--- config.mk ---
export PLATFORM = sky130hd
export DESIGN_NAME = equalizer_dial_controller
export DESIGN_NICKNAME = d
export VERILOG_FILES = /design/src/rtl/equalizer_dial_controller.sv
export SDC_FILE = /design/constraint.sdc
export NUM_CORES = 1
export LEC_CHECK = 0
export CAP_MARGIN = 20
export CORE_MARGIN = 5
export CORE_UTILIZATION = 45
export DETAILED_ROUTE_END_ITERATION = 10
export PLACE_DENSITY_LB_ADDON = 0.12
export SETUP_SLACK_MARGIN = 0.2
export SYNTH_ARGS = -nofsm -noshare
export SYNTH_HDL_FRONTEND = slang
export SYNTH_SLANG_ARGS = --single-unit
--- constraint.sdc ---
create_clock -name clk50 -period 2.9 [get_ports clk50]
set_input_delay 0.58 -clock clk50 [delete_from_list [all_inputs] [get_ports clk50]]
set_output_delay 0.58 -clock clk50 [all_outputs]
set_load 0.005 [all_outputs]
--- src/rtl/equalizer_dial_controller.sv ---
// Keyboard control stage for the 12-band graphic equalizer: decodes PS/2 Set-2
// make codes into band select, dial up/down and flat-all actions.
module equalizer_dial_controller #(
   parameter int NUM_BANDS = 12,
   parameter int DIAL_MAX  = 24,
   parameter int DIAL_FLAT = 12
) (
   input  logic       clk50,
   input  logic       reset_n,
   input  logic [7:0] scan_code,
   input  logic       scan_valid,
   output logic [4:0] dial31,
   output logic [4:0] dial72,
   output logic [4:0] dial150,
   output logic [4:0] dial250,
   output logic [4:0] dial440,
   output logic [4:0] dial630,
   output logic [4:0] dial1000,
   output logic [4:0] dial2500,
   output logic [4:0] dial5000,
   output logic [4:0] dial8000,
   output logic [4:0] dial14000,
   output logic [4:0] dial20000,
   output logic [3:0] sel_band,
   output logic       update,
   output logic [3:0] update_band
);

   // state   | meaning
   // IDLE    | waiting for the first byte of a sequence
   // EXT     | E0 prefix seen, next byte selects an arrow action
   // BRK     | F0 seen, next byte is a discarded break code
   // EXT_BRK | E0 F0 seen, next byte is a discarded extended break code
   typedef enum logic [1:0] {
      IDLE    = 2'd0,
      EXT     = 2'd1,
      BRK     = 2'd2,
      EXT_BRK = 2'd3
   } state_t;

   localparam logic [7:0] SC_EXT   = 8'hE0;
   localparam logic [7:0] SC_BRK   = 8'hF0;
   localparam logic [7:0] SC_ESC   = 8'h76;
   localparam logic [7:0] SC_LEFT  = 8'h6B;
   localparam logic [7:0] SC_RIGHT = 8'h74;
   localparam logic [7:0] SC_UP    = 8'h75;
   localparam logic [7:0] SC_DOWN  = 8'h72;

   localparam logic [4:0] DMAX     = 5'(DIAL_MAX);
   localparam logic [4:0] DFLAT    = 5'(DIAL_FLAT);
   localparam logic [3:0] BAND_TOP = 4'(NUM_BANDS - 1);
   localparam logic [3:0] BAND_ALL = 4'hF;

   state_t     state_q, state_d;
   logic [4:0] dial_q [NUM_BANDS];
   logic [4:0] dial_d [NUM_BANDS];
   logic [3:0] sel_q, sel_d;
   logic       upd_q, upd_d;
   logic [3:0] updb_q, updb_d;

   logic act_left, act_right, act_up, act_down, act_flat;

   always_ff @(posedge clk50 or negedge reset_n) begin
      if (!reset_n) begin
         state_q <= IDLE;
      end else begin
         state_q <= state_d;
      end
   end

   always_comb begin
      state_d   = state_q;
      act_left  = 1'b0;
      act_right = 1'b0;
      act_up    = 1'b0;
      act_down  = 1'b0;
      act_flat  = 1'b0;
      if (scan_valid) begin
         case (state_q)
            IDLE: begin
               if (scan_code == SC_EXT) begin
                  state_d = EXT;
               end else if (scan_code == SC_BRK) begin
                  state_d = BRK;
               end else if (scan_code == SC_ESC) begin
                  act_flat = 1'b1;
               end
            end
            EXT: begin
               state_d = IDLE;
               case (scan_code)
                  SC_BRK:   state_d   = EXT_BRK;
                  SC_LEFT:  act_left  = 1'b1;
                  SC_RIGHT: act_right = 1'b1;
                  SC_UP:    act_up    = 1'b1;
                  SC_DOWN:  act_down  = 1'b1;
                  default:  state_d   = IDLE;
               endcase
            end
            BRK:     state_d = IDLE;
            EXT_BRK: state_d = IDLE;
            default: state_d = IDLE;
         endcase
      end
   end

   // Bounds are tested before stepping so the 5-bit dial never wraps.
   always_comb begin
      for (int i = 0; i < NUM_BANDS; i++) begin
         dial_d[i] = dial_q[i];
      end
      sel_d  = sel_q;
      upd_d  = 1'b0;
      updb_d = updb_q;
      if (act_flat) begin
         for (int i = 0; i < NUM_BANDS; i++) begin
            dial_d[i] = DFLAT;
         end
         upd_d  = 1'b1;
         updb_d = BAND_ALL;
      end else if (act_left) begin
         sel_d = (sel_q == 4'd0) ? BAND_TOP : sel_q - 4'd1;
      end else if (act_right) begin
         sel_d = (sel_q == BAND_TOP) ? 4'd0 : sel_q + 4'd1;
      end else if (act_up) begin
         if (dial_q[sel_q] < DMAX) begin
            dial_d[sel_q] = dial_q[sel_q] + 5'd1;
            upd_d         = 1'b1;
            updb_d        = sel_q;
         end
      end else if (act_down) begin
         if (dial_q[sel_q] > 5'd0) begin
            dial_d[sel_q] = dial_q[sel_q] - 5'd1;
            upd_d         = 1'b1;
            updb_d        = sel_q;
         end
      end
   end

   always_ff @(posedge clk50 or negedge reset_n) begin
      if (!reset_n) begin
         for (int i = 0; i < NUM_BANDS; i++) begin
            dial_q[i] <= DFLAT;
         end
         sel_q  <= 4'd0;
         upd_q  <= 1'b0;
         updb_q <= 4'd0;
      end else begin
         for (int i = 0; i < NUM_BANDS; i++) begin
            dial_q[i] <= dial_d[i];
         end
         sel_q  <= sel_d;
         upd_q  <= upd_d;
         updb_q <= updb_d;
      end
   end

   assign dial31      = dial_q[0];
   assign dial72      = dial_q[1];
   assign dial150     = dial_q[2];
   assign dial250     = dial_q[3];
   assign dial440     = dial_q[4];
   assign dial630     = dial_q[5];
   assign dial1000    = dial_q[6];
   assign dial2500    = dial_q[7];
   assign dial5000    = dial_q[8];
   assign dial8000    = dial_q[9];
   assign dial14000   = dial_q[10];
   assign dial20000   = dial_q[11];
   assign sel_band    = sel_q;
   assign update      = upd_q;
   assign update_band = updb_q;

endmodule

==> results of run 1 <==
==> Yosys cell counts (8+ instances only) <==
library cell / n / share of area, %
nand4_4: 8 / 4.2
dfrtp_1: 47 / 29
nand3_1: 44 / 5.4
clkbuf_1: 8 / 0.74
a21oi_1: 15 / 1.9
mux4_2: 8 / 4.5
a21oi_2: 9 / 1.9
inv_1: 8 / 0.74
dfstp_2: 24 / 16
nor2_1: 23 / 2.1
nand2_1: 23 / 2.1
mux2i_1: 18 / 4.5
o21ai_0: 38 / 4.7
buf_6: 9 / 2.5
==> cells by family after synthesis <==
| group | count (synthesis) | synth area share [%] |
|---|---|---|
| and+or+nand+nor | 131 | 20.4 |
| xor gates and xnor gates | 4 | 0.866 |
| buffers and inverters | 34 | 5.72 |
| AOI/OAI and AO/OA | 86 | 13.4 |
| muxes | 33 | 13.1 |
| DFF | 71 | 44.7 |
| adders and majority gates | 6 | 1.86 |
==> state kept, by name, indices dropped and copies added, names as in the netlist <==
signal and cells:
dial1000 5, dial14000 5, dial150 5, dial20000 5
dial2500 5, dial250 5, dial31 5, dial440 5
dial5000 5, dial630 5, dial72 5, dial8000 5
sel_band 4, update_band 4, state_q 2, update 1
==> worst paths after layout <==
path / end / depth (start not counted)
worst max register to register: dial250[0] / 13
min in group clk50: dial250[3] / 2
max in group asynchronous: dial250[2] / 2
worst min register to register: dial250[3] / 2
worst min-delay path: sel_band[1] / 1
worst max-delay path: dial250[0] / 13
==> layer usage <==
layer / up-vias / share of wire [%]
li1: 1640 / -
met1: 1880 / 42
met2: 155 / 49
met3: 27 / 6.9
met4: 0 / 2.4
met5: - / 0
==> stage by stage <==
step	util, %	total power, mW	TNS, ns	std cells	setup slack [ns]
after floorplan	-	1.19	-9.73	365	-0.214
after global placement	59.4	1.32	-0.0538	570	-0.0236
after detailed placement	59.4	1.33	-0.813	570	-0.103
after CTS	63.6	2.24	0	592	0.0686
after global routing	65.8	2.32	-0.528	603	-0.0719
final	65.8	2.23	0	603	0.0267
==> repair_timing <==
item                                    CTS  global route
setup buffers                             2             7
gates cloned                              4             4
endpoints found under the setup margin   64            64
pin swaps                                12            10
gates resized for setup                  20            39
==> area by class of cell <==
cell class | instances | area share, %
Inverter | 9 | 0.632
Clock buffer | 10 | 2.22
Timing Repair Buffer | 131 | 21.8
Clock inverter | 6 | 1.64
Tap cell | 108 | 2.35
Sequential cell | 71 | 31.5
Multi-Input combinational cell | 268 | 39.9
==> power groups by stage <==
stage               clock [mW]  combinational (mW)  sequential (mW)
finish                   0.905               0.255             1.07
global route             0.965               0.276             1.07
CTS                      0.918               0.252             1.07
detailed placement           0               0.239             1.09
floorplan                    0               0.105             1.08
global placement             0               0.237             1.09
==> flow_metrics.env, run 1 <==
export IMPL_status="finished clean"
export IMPL_seqPwrFrac_pct=47.9
export IMPL_wl_per_cell_um=22.1
export IMPL_finalInstanceArea_sq_um=5740
export IMPL_synth_flop_cell="dfrtp_1"
export IMPL_synth_nets=382
export IMPL_initialDrtViolationCount=270
export IMPL_multi_input_area_sq_um=2290
export IMPL_ys_warn_count=0
export IMPL_cts_sinks=71
export IMPL_use_met2_pct=38.9
export IMPL_place_gp_congestion=0.885
export IMPL_hold_violations=0
export IMPL_drtPass1Iterations=6
export IMPL_async_flop_share_pct=100
export IMPL_vdd_ir_drop_max_uv=308
export IMPL_final_cell_mix="clkdlybuf4s50_1 (78), dfrtp_1 (45), buf_4 (45), nand3_1 (33), dfstp_2 (24)"
export IMPL_row_count=34
export IMPL_avgViaCountPerCell=6.14
export IMPL_grt_max_degree=50
export IMPL_clkLatencyLatePin_ns=0.36
export IMPL_synth_edf_count=0
export IMPL_clk_pin_slew_ns=0.08
export IMPL_die_h_um=105
export IMPL_crit_slowest_cell="mux4_1"
export IMPL_die_x_um=105
export IMPL_regToRegSetupSlack_ns=0.03
export IMPL_root_buffer="clkbuf_8"
export IMPL_synthesis_area_sq_um=4040
export IMPL_worstPathArrival_ns=3.11
export IMPL_initial_core_util_pct=46.4
export IMPL_crit_type="register to register"
export IMPL_io_pin_count=80
export IMPL_fin_crit_sh_pct=99.1
export IMPL_dp_hpwl_um=8970
export IMPL_fin_nets=507
export IMPL_synth_distinct_cells=60
export IMPL_fill_cells=689
export IMPL_antenna_cells=0
export IMPL_swShare_pct=25.4
export IMPL_critPathLaunch="sel_band[0]"
export IMPL_grt_overflow_total=0
export IMPL_combPwrFrac_pct=11.5
export IMPL_htree_levels=3
export IMPL_place_area_sq_um=5180
export IMPL_tightest_slew_ns=0.651
export IMPL_slew_headroom_pct=56.5
export IMPL_leakage_nw=2.47
export IMPL_track_usage_pct=23.6
export IMPL_fin_crit_ns=2.87
export IMPL_startpoint_type="register"
export IMPL_setup_violations_final=0
export IMPL_critPathMaxFanout=8
export IMPL_internal_power_mw=1.66
export IMPL_final_common_cell="clkdlybuf4s50_1"
export IMPL_crit_family="simple AND/OR/NAND/NOR gates"
export IMPL_drtAntennaViolNets=0
export IMPL_critical_path_required_ns=3.14
export IMPL_num_vias=3702
export IMPL_skew_ns=0.0144
export IMPL_antenna_found_initial=0
export IMPL_pwr_share_clk_pct=40.6
export IMPL_rsz0062_at_grt="true"
export IMPL_drv_cap=0
export IMPL_layout_area_seq_sq_um=1810
export IMPL_drv_slew=0
export IMPL_use_met1_pct=30.8
export IMPL_cts_made_buffers=9
export IMPL_fp_coreArea_sq_um=8720
export IMPL_hold_worst_slack_ns=0.221
export IMPL_grt_pass1_vias=3670
export IMPL_drive_above_1_share_pct=35.6
export IMPL_grt_pass1_wl_um=20700
export IMPL_numPortBuffers=79
export IMPL_area_growth_pct=41.9
export IMPL_grt_util_met3_pct=5.86
export IMPL_cts_hold_buf=0
export IMPL_fmax_mhz=348
export IMPL_clockBufferDepth=2
export IMPL_r2r_start="sel_band[0]"
export IMPL_synth_seq_cells=71
export IMPL_hold_class="input pin to async pin"
export IMPL_cts_tree="built"
export IMPL_die_area_sq_um=11000
export IMPL_cp_end_kind="register"
export IMPL_crit_chain="buf_6 -> buf_4 -> mux4_1 -> nand2_1 -> nand2_2 -> inv_4 -> ha_4 -> nand2_2 -> or4_4 -> buf_8 -> nand4_4 -> buf_4 -> o21ai_1"
export IMPL_powerDensity_nw_per_um2=388
export IMPL_drc=0
export IMPL_top_usage_layer="met2"
export IMPL_p_switching_uw=567
export IMPL_wirelength_um=13300
export IMPL_worst_path_largest_cell_delay_ns=0.54
export IMPL_ys_seq_area_share_pct=44.7
export IMPL_syn_inst=365
export IMPL_crit_buf_inv=5
export IMPL_syn_area_per_cell_sq_um=11.1
Power figures use the tool's default switching activity.
==> inputs of run 2 (changes only) <==
--- a/config.mk
+++ b/config.mk
@@ -9,6 +9,7 @@
 export CORE_MARGIN = 5
 export CORE_UTILIZATION = 45
 export DETAILED_ROUTE_END_ITERATION = 10
+export GPL_TIMING_DRIVEN = 1
 export PLACE_DENSITY_LB_ADDON = 0.12
 export SETUP_SLACK_MARGIN = 0.2
 export SYNTH_ARGS = -nofsm -noshare
==> results of run 2 <==
Final layout, timing and power as in run 1 (identical DEF).
==> inputs of run 3 (changes only) <==
--- a/config.mk
+++ b/config.mk
@@ -12,6 +12,7 @@
 export GPL_TIMING_DRIVEN = 1
 export PLACE_DENSITY_LB_ADDON = 0.12
 export SETUP_SLACK_MARGIN = 0.2
+export SLEW_MARGIN = 20
 export SYNTH_ARGS = -nofsm -noshare
 export SYNTH_HDL_FRONTEND = slang
 export SYNTH_SLANG_ARGS = --single-unit
==> results of run 3 <==
Final layout, timing and power as in run 1 (identical DEF).
